--- config.mk ---
export PLATFORM = sky130hd
export DESIGN_NAME = dmem_arbiter
export DESIGN_NICKNAME = d
export VERILOG_FILES = /design/src/rtl/dmem_arbiter.sv
export SDC_FILE = /design/constraint.sdc
export NUM_CORES = 1
export LEC_CHECK = 0
export CAP_MARGIN = 20
export CORE_AREA = 3 3 231 233
export CTS_CLUSTER_DIAMETER = 50
export DETAILED_ROUTE_END_ITERATION = 16
export DIE_AREA = 0 0 234 236
export GPL_ROUTABILITY_DRIVEN = 1
export GPL_TIMING_DRIVEN = 0
export SLEW_MARGIN = 20
export SYNTH_ARGS = -nofsm -noshare
export SYNTH_HDL_FRONTEND = slang
export SYNTH_SLANG_ARGS = --single-unit
--- constraint.sdc ---
create_clock -name im_clk -period 2.4 [get_ports im_clk]
set_clock_uncertainty 0.2 [all_clocks]
set_input_delay 0.72 -clock im_clk [delete_from_list [all_inputs] [get_ports im_clk]]
set_output_delay 0.72 -clock im_clk [all_outputs]
set_load 0.02 [all_outputs]
--- src/rtl/dmem_arbiter.sv ---
// dmem_arbiter: shares the single-port data_mem between the CPU memory
// stage and the debug/loader port, one request/grant/response at a time.
module dmem_arbiter #(
  parameter int WORD_W = 64,
  parameter int ADDR_W = 64,
  parameter int DEPTH  = 32
) (
  input  logic              im_clk,
  input  logic              reset,
  input  logic              cpu_req,
  input  logic              cpu_we,
  input  logic [ADDR_W-1:0] cpu_addr,
  input  logic [WORD_W-1:0] cpu_wdata,
  output logic              cpu_gnt,
  output logic              cpu_rvalid,
  output logic [WORD_W-1:0] cpu_rdata,
  output logic              cpu_err,
  input  logic              dbg_req,
  input  logic              dbg_we,
  input  logic [ADDR_W-1:0] dbg_addr,
  input  logic [WORD_W-1:0] dbg_wdata,
  output logic              dbg_gnt,
  output logic              dbg_rvalid,
  output logic [WORD_W-1:0] dbg_rdata,
  output logic              dbg_err,
  output logic              mem_read,
  output logic              mem_write,
  output logic [ADDR_W-1:0] mem_addr,
  output logic [WORD_W-1:0] mem_wdata,
  input  logic [WORD_W-1:0] mem_rdata,
  output logic              busy
);

  typedef enum logic [1:0] {
    S_IDLE,
    S_ISSUE,
    S_WAIT,
    S_RESP
  } state_t;

  localparam logic [ADDR_W-4:0] LP_DEPTH = (ADDR_W-3)'(DEPTH);

  state_t            r_state;
  logic              r_last_dbg;
  logic              r_win_dbg;
  logic              r_we;
  logic              r_err;
  logic [ADDR_W-1:0] r_addr;
  logic [WORD_W-1:0] r_wdata;
  logic [WORD_W-1:0] r_cpu_rdata;
  logic [WORD_W-1:0] r_dbg_rdata;
  logic              r_cpu_gnt;
  logic              r_dbg_gnt;
  logic              r_cpu_rvalid;
  logic              r_dbg_rvalid;
  logic              r_cpu_err;
  logic              r_dbg_err;
  logic              r_mem_read;
  logic              r_mem_write;
  logic              r_busy;

  logic              w_any;
  logic              w_pick_dbg;
  logic              w_we;
  logic [ADDR_W-1:0] w_addr;
  logic [WORD_W-1:0] w_wdata;
  logic              w_legal;

  // On a tie the requester not granted last wins.
  assign w_any      = cpu_req | dbg_req;
  assign w_pick_dbg = dbg_req & (~cpu_req | ~r_last_dbg);
  assign w_we       = w_pick_dbg ? dbg_we    : cpu_we;
  assign w_addr     = w_pick_dbg ? dbg_addr  : cpu_addr;
  assign w_wdata    = w_pick_dbg ? dbg_wdata : cpu_wdata;
  assign w_legal    = (w_addr[2:0] == 3'b000) &&
                      (w_addr[ADDR_W-1:3] < LP_DEPTH);

  always_ff @(posedge im_clk) begin
    if (reset) begin
      r_state      <= S_IDLE;
      r_last_dbg   <= 1'b1;
      r_win_dbg    <= 1'b0;
      r_we         <= 1'b0;
      r_err        <= 1'b0;
      r_addr       <= '0;
      r_wdata      <= '0;
      r_cpu_rdata  <= '0;
      r_dbg_rdata  <= '0;
      r_cpu_gnt    <= 1'b0;
      r_dbg_gnt    <= 1'b0;
      r_cpu_rvalid <= 1'b0;
      r_dbg_rvalid <= 1'b0;
      r_cpu_err    <= 1'b0;
      r_dbg_err    <= 1'b0;
      r_mem_read   <= 1'b0;
      r_mem_write  <= 1'b0;
      r_busy       <= 1'b0;
    end else begin
      r_cpu_gnt    <= 1'b0;
      r_dbg_gnt    <= 1'b0;
      r_cpu_rvalid <= 1'b0;
      r_dbg_rvalid <= 1'b0;
      r_cpu_err    <= 1'b0;
      r_dbg_err    <= 1'b0;
      r_mem_read   <= 1'b0;
      r_mem_write  <= 1'b0;
      unique case (r_state)
        S_IDLE, S_RESP: begin
          if (w_any) begin
            r_state     <= S_ISSUE;
            r_busy      <= 1'b1;
            r_win_dbg   <= w_pick_dbg;
            r_last_dbg  <= w_pick_dbg;
            r_we        <= w_we;
            r_addr      <= w_addr;
            r_wdata     <= w_wdata;
            r_err       <= ~w_legal;
            r_cpu_gnt   <= ~w_pick_dbg;
            r_dbg_gnt   <= w_pick_dbg;
            r_mem_read  <= w_legal & ~w_we;
            r_mem_write <= w_legal & w_we;
          end else begin
            r_state <= S_IDLE;
            r_busy  <= 1'b0;
          end
        end
        S_ISSUE: begin
          if (r_err | r_we) begin
            r_state      <= S_RESP;
            r_cpu_rvalid <= ~r_win_dbg;
            r_dbg_rvalid <= r_win_dbg;
            r_cpu_err    <= ~r_win_dbg & r_err;
            r_dbg_err    <= r_win_dbg & r_err;
          end else begin
            r_state <= S_WAIT;
          end
        end
        S_WAIT: begin
          // data_mem returns the word one cycle after the read strobe
          r_state      <= S_RESP;
          r_cpu_rvalid <= ~r_win_dbg;
          r_dbg_rvalid <= r_win_dbg;
          if (r_win_dbg) r_dbg_rdata <= mem_rdata;
          else           r_cpu_rdata <= mem_rdata;
        end
      endcase
    end
  end

  assign cpu_gnt    = r_cpu_gnt;
  assign dbg_gnt    = r_dbg_gnt;
  assign cpu_rvalid = r_cpu_rvalid;
  assign dbg_rvalid = r_dbg_rvalid;
  assign cpu_err    = r_cpu_err;
  assign dbg_err    = r_dbg_err;
  assign cpu_rdata  = r_cpu_rdata;
  assign dbg_rdata  = r_dbg_rdata;
  assign mem_read   = r_mem_read;
  assign mem_write  = r_mem_write;
  assign mem_addr   = r_addr;
  assign mem_wdata  = r_wdata;
  assign busy       = r_busy;

endmodule

Yosys cells after proc, flatten, opt, wreduce, memory -nomap -nowiden
Cells that the tools add are included.

$lt $le $gt $ge: 1. Equal/unequal tests: 3. Mux-type cells: 11. Bitwise operators: 18. Reduce and logical (&&, ||, !) cells: 9.

Operators by type and width (count): 64-bit 2-to-1 mux (2); 61-bit by 6-bit < comparator with 1-bit output, second input constant (1); 1-bit inverter (10); 1-bit 2-to-1 mux (6); 2-bit one-hot mux with 3 select lines (1); 2-bit AND reduction (3); 3-bit OR reduction (2); 1-bit bitwise AND (5); 2-bit equality test, second input constant (2); 1-bit one-hot mux with 2 select lines (2); 3-bit logical NOT (1); 1-bit bitwise OR (3); 2-bit by 1-bit equality test with 1-bit output, second input constant (1); 2-bit logical NOT (1); 2-bit OR reduction (1); 1-bit logical AND (1).

Register bits: 271. Input bits: 326. Output and inout port bits: 265.

Logic depth before layout (Yosys ltp)
Depth in word-level cells: 7. Depth in mapped cells: 8. Gate-level depth less buffers: 7.

Least setup slack after synthesis
OpenSTA, ideal clock, no wires.

Path type: input to register. Start: input cpu_req. End: register r_wdata[15] (netlist: mem_wdata[15]). Setup time: 0.131 ns. Arrival: 1.580 ns. Data required time: 2.069 ns. Setup slack: 0.488 ns. Stages on the path: 5. Path buffers: 2. Cells stage by stage: or2_1 -> nand2b_4 -> buf_6 -> clkbuf_1 -> o21ai_0.

Longest elaborated chain between the ends: 4.

Ends and longest elaborated chain: start: declaration (line 10) `input logic cpu_req,`; 1-bit inverter (line 71) `assign w_pick_dbg = dbg_req & (~cpu_req | ~r_last_dbg);`; 1-bit bitwise OR (line 71); 1-bit bitwise AND (line 71); 64-bit 2-to-1 mux (line 74) `assign w_wdata = w_pick_dbg ? dbg_wdata : cpu_wdata;`; end signal: assignment (line 116) `r_wdata <= w_wdata;`; end: declaration (line 49) `logic [WORD_W-1:0] r_wdata;`.

Several ways; a longest one is shown, not always the timed one. A chain may end at the register's enable or synchronous reset.

Worst setup path after layout
Start: input dbg_req. End: register r_addr[62] (netlist: mem_addr[62]).

Longest elaborated chain between the ends: 2.

Ends and longest elaborated chain: start: declaration (line 18) `input logic dbg_req,`; 1-bit bitwise AND / 1-bit bitwise OR (equally long branches) (line 71, 70); 64-bit 2-to-1 mux / 2-bit AND reduction (equally long branches); end signal: assignment (line 115) `r_addr <= w_addr;`; end: declaration (line 48) `logic [ADDR_W-1:0] r_addr;`.

Several ways; a longest one is shown, not always the timed one.

==> flow_summary.toml <==
[run_status]
status = "complete, no violations"

[sta]
relSlewSlack = 0.4613
rsz0062_at_grt = "no"
fin_crit_sh = 0.9638
timing.hold.ws_ns = 0.2412
max_freq_ghz = 0.4323
tightest_slew_ns = 0.8080
fin_crit_ns = 2.313
hold_violations = 0
slew_viol_final = 0
setup_viol = 0
finalSetupTns_ns = 0

[setup_path]
arrival_ns = 2.51
setup.worst_path.end_class = "flop"
slowest_delay_ns = 0.46
worstPathCellList = "clkdlybuf4s50_1 -> a21bo_1 -> buf_4 -> buf_12 -> buf_6 -> mux2i_4 -> o21ai_0"
rr_startpoint = "r_state[0]"
cp-startpoint = "dbg_req"
worst-endpoint-required_ns = 2.60
start_kind = "primary input"
slowest_stage = "clkdlybuf4s50_1"
setup.worst_path.class = "in2reg"
crit_path_max_fanout = 10
reg2reg_depth = 7

[yosys]
synthesis.nets = 1533
yosysUniqueCellTypes = 33
syn_area_mm2 = 0.01043
yosysWarnings = 0
synthCells = 1205
syn_avg_cell_area_um2 = 8.659
ys_ff_latch = 271
yosysSeqAreaShare = 0.5200

[floorplanning]
start_util = 0.2030
die_h_um = 236
io_pins = 591
rows = 83
dieWidth_um = 234
die-area_mm2 = 0.05522
coreArea_mm2 = 0.05141

[min_path]
holdPathStages = 2
hp-class = "reg2reg"
worstHoldStart = "busy"

[global_route]
grt_usage = 0.1777
grt_pass1_wl_um = 72810
grt_max_degree = 14
grt-ovfl-total = 0
grt_pass1_vias = 11440
antenna_found_initial = 8

[power_and_ir_drop]
p_leak_nw = 8.099
ir_drop_uv = 488.4
p_per_area_mw_per_mm2 = 999.4

[layout]
layout_commonest_cell = "nand2_1"
most-common-layout-cells = "nand2_1, clkdlybuf4s50_1, dfxtp_1"
syn_to_final_growth_pct = 74.71
drive_gt1_frac = 0.06606
fin_nets = 2162

[detailed_routing]
top_layer = "met4"
final_antenna_net_count = 0
wirelength_um = 51450
wl_per_cell_um = 20.17
dr_total_vias = 11080
route.detailed.drc = 0
wl_met2_um = 25280
drt_first_pass_iters = 5
met1_length_um = 20220
wl_met3_um = 3860
drt_iter0_drc = 459
vias_per_cell = 4.346

[clock_network]
root_buffer = "clkbuf_16"
ctsHoldBuffers = 0
cts_tree = "built"
cts_num_sinks = 271
clk_path_buf_depth = 3
path_clk_slew_ns = 0.06
ctsHtreeMaxLevel = 2
numCtsBuffers = 38
clock_latency_ns = 0.53

[placed_design]
gp_congestion = 0.8864
hpwl_um = 42160
port_buffers = 589

[run]
drv_cap = 0
cell type report:
cell class,instances,area (um^2)
Clock inverter,21,230.2
Clock buffer,47,1056
Sequential cell,271,5425
Fill cell,5363,33180
Multi-Input combinational cell,847,4539
Antenna cell,8,20.02
Tap cell,680,850.8
Inverter,3,11.26
Buffer,84,531.8
Timing Repair Buffer,589,5564
layer usage:
metal,GRT usage,up-vias
li1,-,5366
met2,0.3073,482
met4,0.08811,0
met5,0,-
met1,0.2016,5141
met3,0.04517,93
cells by family after synthesis:
| family | share of synthesized area |
|---|---|
| mux | 0.1228 |
| buf+inv | 0.05049 |
| fa+ha+maj | 0.002398 |
| compound gates | 0.1310 |
| simple gates | 0.1734 |
| flops | 0.5200 |
power by group:
group / internal (W) / total [W] / switching (W)
Combinational: 0.00241 / 0.00642 / 0.00401
Sequential: 0.00559 / 0.00616 / 0.000577
Clock: 0.00340 / 0.00564 / 0.00223
Total: 0.0114 / 0.0182 / 0.00682
Yosys cell counts:
| master | n | area [um^2] |
|---|---|---|
| o22ai_1 | 1 | 6.260 |
| buf_1 | 6 | 22.52 |
| buf_6 | 21 | 236.5 |
| nor2_1 | 6 | 22.52 |
| a21boi_1 | 1 | 7.510 |
| a22oi_1 | 1 | 7.510 |
| or2_2 | 1 | 6.260 |
| a22o_1 | 1 | 8.760 |
| o21ai_1 | 64 | 320.3 |
| clkbuf_1 | 31 | 116.4 |
| a21oi_1 | 129 | 645.6 |
| a21bo_1 | 1 | 10.01 |
| o21ai_0 | 66 | 330.3 |
| nand2_1 | 393 | 1475 |
| nand2b_4 | 1 | 13.76 |
| mux2i_1 | 128 | 1281 |
| nor3_1 | 7 | 35.03 |
| buf_2 | 21 | 105.1 |
| ha_1 | 2 | 25.02 |
| o21a_1 | 1 | 7.510 |
| nand2b_1 | 1 | 6.260 |
| a31oi_1 | 1 | 6.260 |
| inv_1 | 3 | 11.26 |
| or2_1 | 1 | 6.260 |
| nand4_1 | 8 | 50.05 |
| dfxtp_1 | 271 | 5425 |
| and2_1 | 1 | 6.260 |
| nor4_1 | 28 | 175.2 |
| buf_4 | 4 | 30.03 |
| nor2b_1 | 2 | 12.51 |
| a21oi_2 | 1 | 8.760 |
| a21o_1 | 1 | 7.510 |
| clkbuf_2 | 1 | 5.000 |
critical path: cells and delay by family:
family / cells / cell delay, ns
AO/OA/AOI/OAI: 2 / 0.36
buffers and inverters: 4 / 1.07
multiplexers: 1 / 0.34
per-stage QoR:
step | instance area (um^2) | cells | util | power (W) | worst slack [ns]
after CTS | 18190 | 2542 | 0.3539 | 0.01852 | 0.01657
after global placement | 17180 | 2474 | 0.3342 | 0.01338 | -0.8491
final | 18230 | 2550 | 0.3546 | 0.01822 | 0.08692
after floorplan | 10430 | 1205 | - | 0.009515 | 0.4884
after global routing | 18230 | 2549 | 0.3546 | 0.01917 | 0.02510
after detailed placement | 17180 | 2474 | 0.3342 | 0.01348 | -0.8524
flip-flops by register name (all words and copies together) (netlist names), 2 cells and up:
register   cells
cpu_rdata     64
dbg_rdata     64
mem_addr      64
mem_wdata     64
r_state        2
timing repair:
action | in CTS | in global routing
endpoints found under the setup margin | 273 | 4
resized for setup | 276 | 5
setup buffers | 0 | 0
path summary, 6_finish.rpt:
| kind | slack (ns) | endpoint |
|---|---|---|
| min reg2reg | 0.24 | busy |
| min | 0.24 | busy |
| max reg2reg | 0.18 | mem_wdata[28] |
| max | 0.09 | mem_addr[62] |
No activity file was read; power rests on OpenSTA's default activity.
==> RTL edit 1, RTL diff (same flow settings) <==
`ADDR_W`: 64 -> 32.
--- a/src/rtl/dmem_arbiter.sv
+++ b/src/rtl/dmem_arbiter.sv
@@ -2,7 +2,7 @@
 // stage and the debug/loader port, one request/grant/response at a time.
 module dmem_arbiter #(
   parameter int WORD_W = 64,
-  parameter int ADDR_W = 64,
+  parameter int ADDR_W = 32,
   parameter int DEPTH  = 32
 ) (
   input  logic              im_clk,
Interface: changed (resized cpu_addr, dbg_addr and mem_addr); port bits go from 591 to 495. No check against the original RTL was run, so the function may have changed too.
==> RTL edit 1 against the original RTL <==
  * Design area decreased by 15%
  * Synthesized cell count decreased by 14%
  * Power decreased by 14%
  * Via count decreased by 16%
  * Sequential cell count decreased by 32
  * Synthesized area decreased by 15%
  * Non-clock buffer count decreased by 107
  * Wire length decreased by 20%
  * Combinational power decreased by 20%
  * Worst setup slack improved by 0.0062 ns
  * Critical path type unchanged
  * Critical endpoint is now mem_wdata[46]$_SDFFE_PP0P_
  * Largest cell class unchanged
  * Largest power group is now registers
==> RTL edit 1: results (changes against the original RTL) <==
- Run status: completed
- Overall Global Routing Usage: 0.1417 (-0.03602)
- Routability cong.: 0.8668 (-2.2%)
- Post-CTS setup buffer count: 0 (unchanged)
- Initial antenna violation count: 1 (-7)
- Post-Syn Area per Cell: 8.476 um^2 (-2.1%)
- Max FO, Critical Path: 10 (unchanged)
- Largest net degree at the start of global routing: 13 (-1)
- Worst vdd ir: 541.6 uV (+11%)
- Vias in the first global route: 9445 (-17%)
- DR WL/cell: 18.06 um (-10%)
- Sequential-to-total area share from yosys stat: 0.5423 (+0.02229)
- Ys Warns: 0 (unchanged)
- Clock H-tree levels: 2 (unchanged)
- Compound-gate portion of the synthesized area: 0.1411 (+0.01014)
- Clock Tree Root: clkbuf_16
- Post-Synth XOR/XNOR Area: 0 (unchanged)
- Yosys cell types: 34 (+3.0%)
- Post-DR vias/cell: 4.098 (-5.7%)
- Post-Place Cell Area: 0.01461 mm^2 (-15%)
- PortBufs: 493 (-16%)
- Mux share of post-synthesis cell area: 0.08735 (-0.03545)
- DRT Pass-1 Iters: 4 (-1)
- Number of CTS-inserted buffers: 36 (-5.3%)
- Net Count, Synth: 1305 (-15%)
- Top area cells in the synthesized netlist: dfxtp_1 (54%), nand2_1 (16%), mux2i_1 (8.7%)
- CTS clk-pin slew, worst paths: 0.05 ns
- Hpwl dp: 32.97 mm (-22%)
- Final Non-Filler Cells: 2278 (-11%)
- Main synth FF type: dfxtp_1
- Hold Crit Class: reg -> reg
- Clock Path Buffers: 3 (unchanged)
- First-pass GRT wire length: 58.68 mm (-19%)
- Clock Latency Late Sink: 0.52 ns
- Crit path DAT: 2.52 ns (about the same)
- Final net count: 1836 (-15%)
- Setup crit end kind: flip-flop
- Largest stage delay on the critical path: 0.50 ns (+0.04 ns)
- Drt initial violations: 327 (-29%)
- LEAKAGE: 6.663 nW (-18%)
- PostCTS Resize Cnt: 234 (-15%)
- CP delay by family, top: buffers and inverters
- Top post-synthesis cells by count: nand2_1 (379), dfxtp_1 (239), a21oi_1 (129), mux2i_1 (77), o21ai_0 (58)
- Share of post-route cells with drive strength above 1: 0.06696 (+0.0009007)
- Placed insts: 2214 (-11%)
- Post-synth ARST share: 0 (unchanged)
- Slowest cell on crit path: clkdlybuf4s50_1
- Slew HR: 0.3213 (-0.1401)
- Diode count: 0 (-8)
- Adder-cell share of the synthesized area: 0.002836 (+0.0004377)
## RTL edit 1: per-stage QoR
stage	setup TNS, ns	setup slack (ns)	hold WS, ns
after floorplan	0	0.4573	0.2278
after global placement	-51.58	-0.6292	0.2266
after detailed placement	-59.00	-0.6622	0.2287
after CTS	-0.1833	-0.07154	0.2328
after global routing	-0.02129	-0.02129	0.2508
final	0	0.09315	0.2310
## RTL edit 1: area by class of cell
cell class / count / area, um^2
inverters: 3 / 11.26
repair buffers: 493 / 4643
clock buffers: 45 / 985.9
fillers: 5506 / 35840
flip-flops and latches: 239 / 4785
well taps: 680 / 850.8
multi-input cells: 726 / 3729
plain buffers: 73 / 350.3
clock inverters: 19 / 206.4
## RTL edit 1: worst paths after layout
kind                              start                         end  slack (ns)  depth (start not counted)
max                             dbg_req  mem_wdata[46]$_SDFFE_PP0P_        0.09                          7
min          mem_wdata[48]$_SDFFE_PP0P_  mem_wdata[48]$_SDFFE_PP0P_        0.23                          2
max reg2reg       r_state[0]$_SDFF_PP0_   mem_addr[17]$_SDFFE_PP0P_        0.22                          7
min reg2reg  mem_wdata[48]$_SDFFE_PP0P_  mem_wdata[48]$_SDFFE_PP0P_        0.23                          2
## RTL edit 1: power breakdown
group / internal [mW] / switching [mW] / leakage, nW
logic: 1.90 / 3.24 / 4.13
clock network: 3.19 / 2.05 / 0.582
registers: 4.88 / 0.484 / 1.95
total: 9.97 / 5.77 / 6.66
## RTL edit 1: cells by family after synthesis
family	Yosys count
flops	239
simple gates	413
fa+ha+maj	2
compound gates	234
buf+inv	76
mux	77
## RTL edit 1: tightest hold or removal path, cell delays in order, from the launching register on
cell,delay (ns)
dfxtp_1,0.30
nand2_1,0.05
nand2_1,0.04
## RTL edit 1: layer usage
layer / part of all wire / vias up / GRT usage
li1: - / 4558 / -
met1: 0.37 / 4274 / 0.1511
met2: 0.50 / 439 / 0.2559
met3: 0.092 / 65 / 0.04432
met4: 0.034 / 0 / 0.05880
met5: 0 / - / 0
==> RTL edit 2, RTL diff (same settings) <==
Without the edit above. Encoding of `state_t`: now Gray code (2 bits for 4 states).
--- a/src/rtl/dmem_arbiter.sv
+++ b/src/rtl/dmem_arbiter.sv
@@ -32,10 +32,10 @@
 );
 
   typedef enum logic [1:0] {
-    S_IDLE,
-    S_ISSUE,
-    S_WAIT,
-    S_RESP
+    S_IDLE  = 2'b00,
+    S_ISSUE = 2'b01,
+    S_WAIT  = 2'b11,
+    S_RESP  = 2'b10
   } state_t;
 
   localparam logic [ADDR_W-4:0] LP_DEPTH = (ADDR_W-3)'(DEPTH);
Formal check against the unedited RTL: same outputs for any inputs over 4 cycles, from zero or initial values and one cycle with reset high; so few cycles prove little.
==> RTL edit 2 against the original RTL <==
  * Design area decreased by 0.69%
  * Synthesized area decreased by 0.54%
  * Worst setup slack got worse by 0.041 ns
  * Sequential cell count unchanged
  * First-iteration DRC count decreased by 10%
  * Fmax decreased by 1.7%
  * Wire length decreased by 5.1%
  * Critical path type unchanged
  * Highest routed layer unchanged
Power is not compared: it rests on default switching activity, and its combinational part moved more than twofold at a synthesized area within 25%.
==> RTL edit 2: results (changes against the original RTL) <==
- Worst slack, placed: -0.8862 ns (-0.03377 ns)
- PortBufs: 589 (unchanged)
- Final net count: 2160 (-0.093%)
- Yosys cell types: 30 (-9.1%)
- Pwr/cell area: between 700 and 800 mW/mm^2
- Crit path capture: r_err$_SDFFE_PP0P_
- CTS clk-pin slew, worst paths: 0.06 ns (about the same)
- Overall Global Routing Usage: 0.1671 (-0.01060)
- Crit path DAT: 2.58 ns (+0.07 ns)
- Met2 Track Usage GR: 0.2905 (-0.01680)
- First-pass GRT wire length: 69.67 mm (-4.3%)
- Top post-synthesis cells by count: nand2_1 (393), dfxtp_1 (271), a21oi_1 (129), mux2i_1 (128), o21ai_1 (77)
- Top layer in use: met4
- Routability cong.: 0.9081 (+2.4%)
- Worst flop-to-flop path endpoint: cpu_rdata[16]$_SDFFE_PP0P_
- Share of post-route cells with drive strength above 1: 0.06613 (+0.00007103)
- Hold Startpoint: mem_wdata[35]$_SDFFE_PP0P_
- Final Non-Filler Cells: 2543 (-0.27%)
- Main synth FF type: dfxtp_1
- Drt initial violations: 412 (-10%)
- Post-Synthesis Cells: 1207 (+0.17%)
- Post-DR vias/cell: 4.336 (-0.22%)
- Placed insts: 2476 (+0.081%)
- Vias in the first global route: 11380 (-0.52%)
- Clock Path Buffers: 3 (unchanged)
- LEAKAGE: 8.021 nW
- Reg-to-reg slack, setup: 0.33 ns (+0.15 ns)
- Run status: completed
- Top area cells in the synthesized netlist: dfxtp_1 (52%), nand2_1 (14%), mux2i_1 (12%)
- Hpwl dp: 40.22 mm (-4.6%)
- Met1 Use GR: 0.1888 (-0.01276)
- Met3 Track Usage GR: 0.04819 (+0.003019)
- Largest stage delay on the critical path: 0.52 ns (+0.06 ns)
- CP delay by family, top: compound AO/OA/AOI/OAI gates
- WL met3: 3.859 mm (about the same)
- Max FO, Critical Path: 10 (unchanged)
- Post-Place Cell Area: 0.01712 mm^2 (-0.33%)
- Number of CTS-inserted buffers: 36 (-5.3%)
- Largest net degree at the start of global routing: 15 (+1)
- Sequential share of power: 0.386
- Slew @ Worst Pin: 0.7169 ns (-0.09115 ns)
- M1 WL: 19.41 mm (-4.0%)
- Min-Delay Endpoint: mem_wdata[35]$_SDFFE_PP0P_
- Sequential-to-total area share from yosys stat: 0.5228 (+0.002821)
- Initial antenna violation count: 2 (-6)
- Net Count, Synth: 1533 (unchanged)
- Hold Crit Depth: 2 (unchanged)
- WHS: 0.2423 ns (+0.001092 ns)
- Worst vdd ir: 402.9 uV
- DR WL/cell: 19.21 um (-4.8%)
- Clock Latency Late Sink: 0.53 ns (about the same)
- Worst reg2reg path depth: 6 (-1)
- Met2 Wirelength: 23.66 mm (-6.4%)
- Fin worst setup slack: 0.04605 ns (-0.04087 ns)
- Ys Warns: 0 (unchanged)
-- RTL edit 2: changes by cell type in the layout (fill, tap and decap cells not counted), sizes merged, moves of 2 or more --
cell and change:
clkbuf +2, clkinv -4, diode -5, ha -2
nor2 +2, nor2b -2, nor3 +3
-- RTL edit 2: cell families (layout without fill, tap and decap cells) --
kind of cell	count (synthesis)	after routing	share of synthesized area
buf+inv	89	742	0.04666
compound gates	265	265	0.1300
mux	128	128	0.1235
simple gates	454	454	0.1771
other cells	0	3	0
flops	271	271	0.5228
-- RTL edit 2: timing repair --
item / in CTS / in global routing
cloned: 0 / 0
resized for setup: 273 / 8
setup endpoints to repair: 273 / 44
pin swaps: 0 / 0
hold buffers: 0 / 0
-- RTL edit 2: area by class of cell --
cell class	instances	area (um^2)
well taps	680	850.8
clock inverters	18	214.0
repair buffers	589	5564
plain buffers	87	493.0
flip-flops and latches	271	5425
fillers	5417	33300
multi-input cells	847	4509
clock buffers	46	1031
inverters	2	7.507
diodes	3	7.507
